### config.mk
export PLATFORM = sky130hd
export DESIGN_NAME = axis_video_pattern_src
export DESIGN_NICKNAME = d
export VERILOG_FILES = /design/src/rtl/axis_video_pattern_src.sv
export SDC_FILE = /design/constraint.sdc
export NUM_CORES = 1
export LEC_CHECK = 0
export BUFFER_PORTS_ARGS = -buffer_cell sky130_fd_sc_hd__buf_2
export CAP_MARGIN = 20
export CORE_MARGIN = 8
export CORE_UTILIZATION = 50
export DETAILED_ROUTE_END_ITERATION = 8
export GPL_ROUTABILITY_DRIVEN = 0
export PLACE_DENSITY = 0.69
export SYNTH_ARGS = -nofsm -noshare
export SYNTH_HDL_FRONTEND = slang
export SYNTH_SLANG_ARGS = --single-unit
### constraint.sdc
create_clock -name axi_clk -period 2.5 [get_ports axi_clk]
set_input_delay 0.125 -clock axi_clk [delete_from_list [all_inputs] [get_ports axi_clk]]
set_output_delay 0.125 -clock axi_clk [all_outputs]
set_load 0.01 [all_outputs]
### src/rtl/axis_video_pattern_src.sv
// AXI4-Stream RGB565 test-pattern source. It produces whole frames framed with
// TUSER (start of frame) and TLAST (end of line). Pattern and colour are latched only on
// frame boundaries.
module axis_video_pattern_src #(
    parameter int unsigned H_ACTIVE     = 800,
    parameter int unsigned V_ACTIVE     = 600,
    parameter int unsigned FRAME_GAP    = 16,
    parameter int unsigned CHECKER_LOG2 = 5
) (
    input  logic        axi_clk,
    input  logic        axi_rstn,
    input  logic        enable,
    input  logic [1:0]  pattern_sel,
    input  logic [15:0] solid_color,
    output logic [15:0] m_axis_tdata,
    output logic        m_axis_tuser,
    output logic        m_axis_tlast,
    output logic        m_axis_tvalid,
    input  logic        m_axis_tready,
    output logic [15:0] frame_count,
    output logic        busy
);

    localparam int unsigned XW    = (H_ACTIVE > 1) ? $clog2(H_ACTIVE) : 1;
    localparam int unsigned YW    = (V_ACTIVE > 1) ? $clog2(V_ACTIVE) : 1;
    localparam int unsigned BAR_W = H_ACTIVE / 8;
    localparam int unsigned BW    = (BAR_W > 1) ? $clog2(BAR_W) : 1;
    localparam int unsigned GW    = (FRAME_GAP > 1) ? $clog2(FRAME_GAP) : 1;

    localparam logic [XW-1:0] X_LAST = XW'(H_ACTIVE - 1);
    localparam logic [YW-1:0] Y_LAST = YW'(V_ACTIVE - 1);
    localparam logic [BW-1:0] B_LAST = BW'(BAR_W - 1);
    localparam logic [GW-1:0] G_LOAD = (FRAME_GAP > 0) ? GW'(FRAME_GAP - 1) : '0;

    typedef enum logic [1:0] {
        StIdle,
        StActive,
        StGap
    } state_e;

    state_e      r_state, w_state_nxt;
    logic [XW-1:0] r_x, w_x_nxt;
    logic [YW-1:0] r_y, w_y_nxt;
    logic [BW-1:0] r_bcnt, w_bcnt_nxt;    // position inside the current colour bar
    logic [2:0]  r_bar, w_bar_nxt;        // current colour bar, replaces x / BAR_W
    logic [15:0] r_index, w_index_nxt;    // beats since frame start
    logic [GW-1:0] r_gap, w_gap_nxt;
    logic [1:0]  r_sel, w_sel_nxt;
    logic [15:0] r_color, w_color_nxt;
    logic [15:0] r_fc, w_fc_nxt;
    logic [15:0] r_tdata, w_tdata_nxt;
    logic        r_tuser, w_tuser_nxt;
    logic        r_tlast, w_tlast_nxt;
    logic        r_tvalid, w_tvalid_nxt;

    logic        w_xfer;
    logic        w_last_px;
    logic        w_start;
    logic        w_adv;

    logic [XW-1:0] w_adv_x;
    logic [YW-1:0] w_adv_y;
    logic [BW-1:0] w_adv_bcnt;
    logic [2:0]  w_adv_bar;
    logic        w_adv_chk;

    // Pixel colour for a given pattern, bar index, checker parity and beat index.
    function automatic logic [15:0] f_pixel(input logic [1:0]  sel,
                                            input logic [15:0] color,
                                            input logic [2:0]  bar,
                                            input logic        chk,
                                            input logic [15:0] idx);
        logic [15:0] px;
        px = 16'h0000;
        case (sel)
            2'd0: begin
                case (bar)
                    3'd0:    px = 16'hFFFF;
                    3'd1:    px = 16'hFFE0;
                    3'd2:    px = 16'h07FF;
                    3'd3:    px = 16'h07E0;
                    3'd4:    px = 16'hF81F;
                    3'd5:    px = 16'hF800;
                    3'd6:    px = 16'h001F;
                    default: px = 16'h0000;
                endcase
            end
            2'd1:    px = chk ? 16'hFFFF : 16'h0000;
            2'd2:    px = color;
            default: px = idx;
        endcase
        return px;
    endfunction

    assign w_xfer    = r_tvalid && m_axis_tready;
    assign w_last_px = (r_x == X_LAST) && (r_y == Y_LAST);

    // Coordinates and bar position of the pixel following the current one.
    always_comb begin
        w_adv_x    = r_x;
        w_adv_y    = r_y;
        w_adv_bcnt = r_bcnt;
        w_adv_bar  = r_bar;
        if (r_x == X_LAST) begin
            w_adv_x    = '0;
            w_adv_y    = r_y + 1'b1;
            w_adv_bcnt = '0;
            w_adv_bar  = 3'd0;
        end else begin
            w_adv_x = r_x + 1'b1;
            if (r_bcnt == B_LAST) begin
                w_adv_bcnt = '0;
                w_adv_bar  = r_bar + 3'd1;
            end else begin
                w_adv_bcnt = r_bcnt + 1'b1;
            end
        end
        w_adv_chk = 1'(w_adv_x >> CHECKER_LOG2) ^ 1'(w_adv_y >> CHECKER_LOG2);
    end

    // Frame sequencing and next-beat generation.
    always_comb begin
        w_state_nxt  = r_state;
        w_x_nxt      = r_x;
        w_y_nxt      = r_y;
        w_bcnt_nxt   = r_bcnt;
        w_bar_nxt    = r_bar;
        w_index_nxt  = r_index;
        w_gap_nxt    = r_gap;
        w_sel_nxt    = r_sel;
        w_color_nxt  = r_color;
        w_fc_nxt     = r_fc;
        w_tdata_nxt  = r_tdata;
        w_tuser_nxt  = r_tuser;
        w_tlast_nxt  = r_tlast;
        w_tvalid_nxt = r_tvalid;
        w_start      = 1'b0;
        w_adv        = 1'b0;

        case (r_state)
            StIdle: begin
                if (enable) begin
                    w_start = 1'b1;
                end
            end
            StActive: begin
                if (w_xfer) begin
                    if (w_last_px) begin
                        w_tvalid_nxt = 1'b0;
                        w_tuser_nxt  = 1'b0;
                        w_tlast_nxt  = 1'b0;
                        w_fc_nxt     = r_fc + 16'd1;
                        if (FRAME_GAP > 0) begin
                            w_state_nxt = StGap;
                            w_gap_nxt   = G_LOAD;
                        end else if (enable) begin
                            // No gap: the restart decision is taken on this same edge.
                            w_start = 1'b1;
                        end else begin
                            w_state_nxt = StIdle;
                        end
                    end else begin
                        w_adv = 1'b1;
                    end
                end
            end
            StGap: begin
                if (r_gap == '0) begin
                    if (enable) begin
                        w_start = 1'b1;
                    end else begin
                        w_state_nxt = StIdle;
                    end
                end else begin
                    w_gap_nxt = r_gap - 1'b1;
                end
            end
            default: w_state_nxt = StIdle;
        endcase

        if (w_start) begin
            w_state_nxt  = StActive;
            w_x_nxt      = '0;
            w_y_nxt      = '0;
            w_bcnt_nxt   = '0;
            w_bar_nxt    = 3'd0;
            w_index_nxt  = 16'd0;
            w_sel_nxt    = pattern_sel;
            w_color_nxt  = solid_color;
            w_tdata_nxt  = f_pixel(pattern_sel, solid_color, 3'd0, 1'b0, 16'd0);
            w_tuser_nxt  = 1'b1;
            w_tlast_nxt  = 1'b0;
            w_tvalid_nxt = 1'b1;
        end else if (w_adv) begin
            w_x_nxt      = w_adv_x;
            w_y_nxt      = w_adv_y;
            w_bcnt_nxt   = w_adv_bcnt;
            w_bar_nxt    = w_adv_bar;
            w_index_nxt  = r_index + 16'd1;
            w_tdata_nxt  = f_pixel(r_sel, r_color, w_adv_bar, w_adv_chk, r_index + 16'd1);
            w_tuser_nxt  = 1'b0;
            w_tlast_nxt  = (w_adv_x == X_LAST);
            w_tvalid_nxt = 1'b1;
        end
    end

    // State and output registers.
    always_ff @(posedge axi_clk or negedge axi_rstn) begin
        if (!axi_rstn) begin
            r_state  <= StIdle;
            r_x      <= '0;
            r_y      <= '0;
            r_bcnt   <= '0;
            r_bar    <= 3'd0;
            r_index  <= 16'd0;
            r_gap    <= '0;
            r_sel    <= 2'd0;
            r_color  <= 16'd0;
            r_fc     <= 16'd0;
            r_tdata  <= 16'd0;
            r_tuser  <= 1'b0;
            r_tlast  <= 1'b0;
            r_tvalid <= 1'b0;
        end else begin
            r_state  <= w_state_nxt;
            r_x      <= w_x_nxt;
            r_y      <= w_y_nxt;
            r_bcnt   <= w_bcnt_nxt;
            r_bar    <= w_bar_nxt;
            r_index  <= w_index_nxt;
            r_gap    <= w_gap_nxt;
            r_sel    <= w_sel_nxt;
            r_color  <= w_color_nxt;
            r_fc     <= w_fc_nxt;
            r_tdata  <= w_tdata_nxt;
            r_tuser  <= w_tuser_nxt;
            r_tlast  <= w_tlast_nxt;
            r_tvalid <= w_tvalid_nxt;
        end
    end

    assign m_axis_tdata  = r_tdata;
    assign m_axis_tuser  = r_tuser;
    assign m_axis_tlast  = r_tlast;
    assign m_axis_tvalid = r_tvalid;
    assign frame_count   = r_fc;
    assign busy          = (r_state != StIdle);

endmodule

==> impl_metrics.py <==
metrics = {
    "worst_hold_path": {
        "hold_depth": 3,
        "hp-class": "primary input to flop",
    },
    "critical_path": {
        "rrSetupSlack_ns": 0.16,
        "crit_required_ns": 2.73,
        "endpoint_kind": "flop",
        "cp_max_fo": 21,
        "worst_path_most_repeated_cell": "o21ai_0",
        "crit_type": "flop to flop",
        "crit_chain": "ha_1, and4_4, nand3_1, o21a_1, buf_4, o21ai_0, o21ai_0, a211o_1",
        "cp_slowest_cell": "dfrtp_1",
        "cp-endpoint": "m_axis_tdata[2]$_DFFE_PN0P_",
        "rr_worst_depth": 8,
        "cp-startpoint": "r_x[0]$_DFFE_PN0P_",
        "cp-start-kind": "flop",
        "worstPathArrival_ns": 2.57,
        "reg2reg_from": "r_x[0]$_DFFE_PN0P_",
        "timing.rr.end": "m_axis_tdata[2]$_DFFE_PN0P_",
        "cpPeakStageDelay_ns": 0.42,
    },
    "global_route": {
        "gr-total-overflow": 0,
        "grt_pass1_wl_um": 23800,
        "grt_max_degree": 62,
        "grt_usage": 0.195,
        "grt_pass1_vias": 4798,
        "antenna_found_initial": 0,
    },
    "detailed_routing": {
        "drt_wl_total_um": 14300,
        "drtAntennaViolNets": 0,
        "drtIter0Drc": 447,
        "first_pass_iters": 5,
        "wire_per_inst_um": 16.4,
        "viasPerCell": 5.78,
        "drcViolationCount": 0,
        "dr_total_vias": 5031,
    },
    "layout": {
        "drive_gt1_frac": 0.161,
        "areaGrowthSynthToFinish_pct": 18.2,
        "nFillCells": 966,
        "layout.cells.non_filler": 870,
        "fin_area_mm2": 0.00677,
        "utilization": 0.598,
        "seqCellArea_mm2": 0.00263,
        "diodes": 0,
        "multiInputGateArea_mm2": 0.00294,
        "final_nets": 751,
    },
    "synth": {
        "syn_inst": 645,
        "synthArstFlopShare": 1.00,
        "ys_seq_area_frac": 0.459,
        "yosys_warnings": 0,
        "ys.flop_type": "dfrtp_1",
        "avgSynthCellArea_um2": 8.88,
        "synth_cell_types": 65,
        "synth_edf_count": 0,
        "synth_fp_nets": 674,
        "synth.cell_area_mm2": 0.00573,
        "ys_ff_latch": 105,
    },
    "placement": {
        "placed_cells": 835,
        "portBuffers": 57,
        "postPlaceCellArea_mm2": 0.00625,
        "place_ws_ns": 0.0545,
        "hpwl_um": 9980,
    },
    "power_and_ir_drop": {
        "comb_power_share": 0.176,
        "intPower_mw": 3.12,
        "power_density_mw_per_mm2": 645,
        "swShare": 0.287,
        "peakVddDrop_mv": 0.666,
        "p_sw_mw": 1.25,
        "seqPwrFrac": 0.473,
        "p_leak_nw": 3.17,
        "clockPowerShare": 0.350,
        "p_total_mw": 4.37,
    },
    "cts": {
        "cts_buffer_depth": 2,
        "ctsHtreeMaxLevel": 3,
        "clk_latency_ns": 0.35,
        "cts_buffers": 9,
        "cts.sinks": 105,
        "clk_pin_slew_ns": 0.07,
        "cts_root_buffer": "clkbuf_16",
        "cts_tree": "built",
    },
    "timing": {
        "fin_ws_ns": 0.164,
        "hold_viol": 0,
        "fmax_mhz": 428,
        "period_share": 0.935,
        "slew_viol_final": 0,
        "min_period_ns": 2.34,
        "worst_pin_slew_ns": 0.800,
        "setup_violations": 0,
        "finClkSkew_ns": 0.00934,
        "hold_ws_ns": 0.0426,
        "slew_headroom": 0.467,
        "setup_tns_ns": 0,
    },
    "floorplanning": {
        "start_util": 0.506,
        "design.core.area_mm2": 0.0113,
        "chipHeight_um": 123,
        "die_area_mm2": 0.0151,
        "die_width_um": 123,
        "ios": 58,
        "row_count": 39,
    },
    "status": {
        "outcome": "completed",
    },
    "run": {
        "max_cap_violations": 0,
    },
}
-- placed cells by master (no fill, tap or decap), types with 12 or more instances in the layout --
cell,n
buf_4,23
xor2_1,30
xnor2_1,15
nor2_1,47
buf_2,56
nand2_1,124
a21oi_1,21
o21ai_0,63
nand4_1,20
dlygate4sd3_1,18
nand3_1,34
nor3_1,16
dfrtp_1,105
o31ai_1,12
-- cell type report --
type / count / area share
clock buffers: 11 / 0.0358
repair buffers: 99 / 0.0994
multi-input cells: 498 / 0.434
well taps: 143 / 0.0264
flip-flops and latches: 105 / 0.388
inverters: 9 / 0.00499
clock inverters: 5 / 0.0116
-- worst min-delay path by stage --
stage | from | slack (ns) | endpoint
floorplan | axi_rstn | -0.17 | frame_count[0]$_DFFE_PN0P_
global placement | axi_rstn | 0.26 | m_axis_tvalid$_DFFE_PN0P_
detailed placement | axi_rstn | 0.27 | m_axis_tvalid$_DFFE_PN0P_
CTS | pattern_sel[0] | 0.04 | r_sel[0]$_DFFE_PN0P_
global route | pattern_sel[0] | 0.08 | r_sel[0]$_DFFE_PN0P_
finish | pattern_sel[0] | 0.04 | r_sel[0]$_DFFE_PN0P_
-- cells by family (layout without fill, tap and decap cells) --
logic type      Yosys count  in the layout  share of synthesized area
compound gates          141            141                      0.154
xor+xnor                 45             45                     0.0688
fa+ha+maj                 7              7                     0.0153
buf+inv                  42            124                     0.0330
flops                   105            105                      0.459
mux                       3              3                    0.00568
simple gates            302            302                      0.265
-- state kept, by name, indices dropped and copies added, names as in the netlist --
register       flops
r_y               10
m_axis_tdata      16
r_color           16
r_bcnt             7
r_gap              4
r_state            2
r_x               10
r_bar              3
r_sel              2
m_axis_tlast       1
r_index           16
m_axis_tvalid      1
frame_count       16
m_axis_tuser       1
-- worst max-delay path: cells and delay by family, from the launching register on --
family | cells | cell delay, ns
AOI/OAI and AO/OA | 4 | 0.80
and+or+nand+nor | 2 | 0.56
DFF | 1 | 0.42
buffers and inverters | 1 | 0.23
adders and majority gates | 1 | 0.19
-- power by group through the flow --
stage / registers, mW / clock network (mW) / logic [mW]
after floorplan: 2.05 / 0 / 0.510
after global placement: 2.08 / 0 / 0.733
after detailed placement: 2.09 / 0 / 0.752
after CTS: 2.06 / 1.57 / 0.775
after global routing: 2.09 / 1.63 / 0.878
final: 2.07 / 1.53 / 0.771
-- routing by layer --
layer | share of wire | up-vias | track usage | wire [µm]
met2 | 0.45 | 164 | 0.294 | 6410
met4 | 0.012 | 0 | 0.0677 | 168
met3 | 0.069 | 17 | 0.0470 | 983
met1 | 0.47 | 2410 | 0.270 | 6730
met5 | 0 | - | 0 | 0
li1 | - | 2440 | - | -
-- cell usage after synthesis (3+ instances only) --
| master | instances | area [µm²] |
|---|---|---|
| a211o_1 | 4 | 35.0 |
| a21oi_1 | 21 | 105 |
| o211ai_1 | 7 | 52.6 |
| and3_1 | 9 | 56.3 |
| buf_2 | 12 | 60.1 |
| clkbuf_1 | 17 | 63.8 |
| nand3_1 | 34 | 170 |
| nand4_1 | 20 | 125 |
| or3_1 | 5 | 31.3 |
| nor3_1 | 16 | 80.1 |
| a21boi_0 | 4 | 30.0 |
| ha_1 | 7 | 87.6 |
| o31ai_1 | 12 | 90.1 |
| a31oi_1 | 4 | 25.0 |
| nor2_1 | 48 | 180 |
| nand2_1 | 124 | 465 |
| inv_1 | 9 | 33.8 |
| dfrtp_1 | 105 | 2630 |
| o21ai_0 | 63 | 315 |
| xor2_1 | 30 | 263 |
| nand3b_1 | 4 | 30.0 |
| a221o_1 | 7 | 70.1 |
| nand2b_1 | 3 | 18.8 |
| and2_1 | 10 | 62.6 |
| a211oi_1 | 3 | 22.5 |
| xnor2_1 | 15 | 131 |
-- what timing repair did --
| action | in CTS | in global routing |
|---|---|---|
| hold buffers | 18 | 0 |
| hold endpoints to repair | 77 | 0 |
| setup endpoints to repair | 0 | 10 |
| resized for setup | 0 | 2 |
| buffers inserted | 0 | 1 |
No activity file was read; power rests on OpenSTA's default activity.
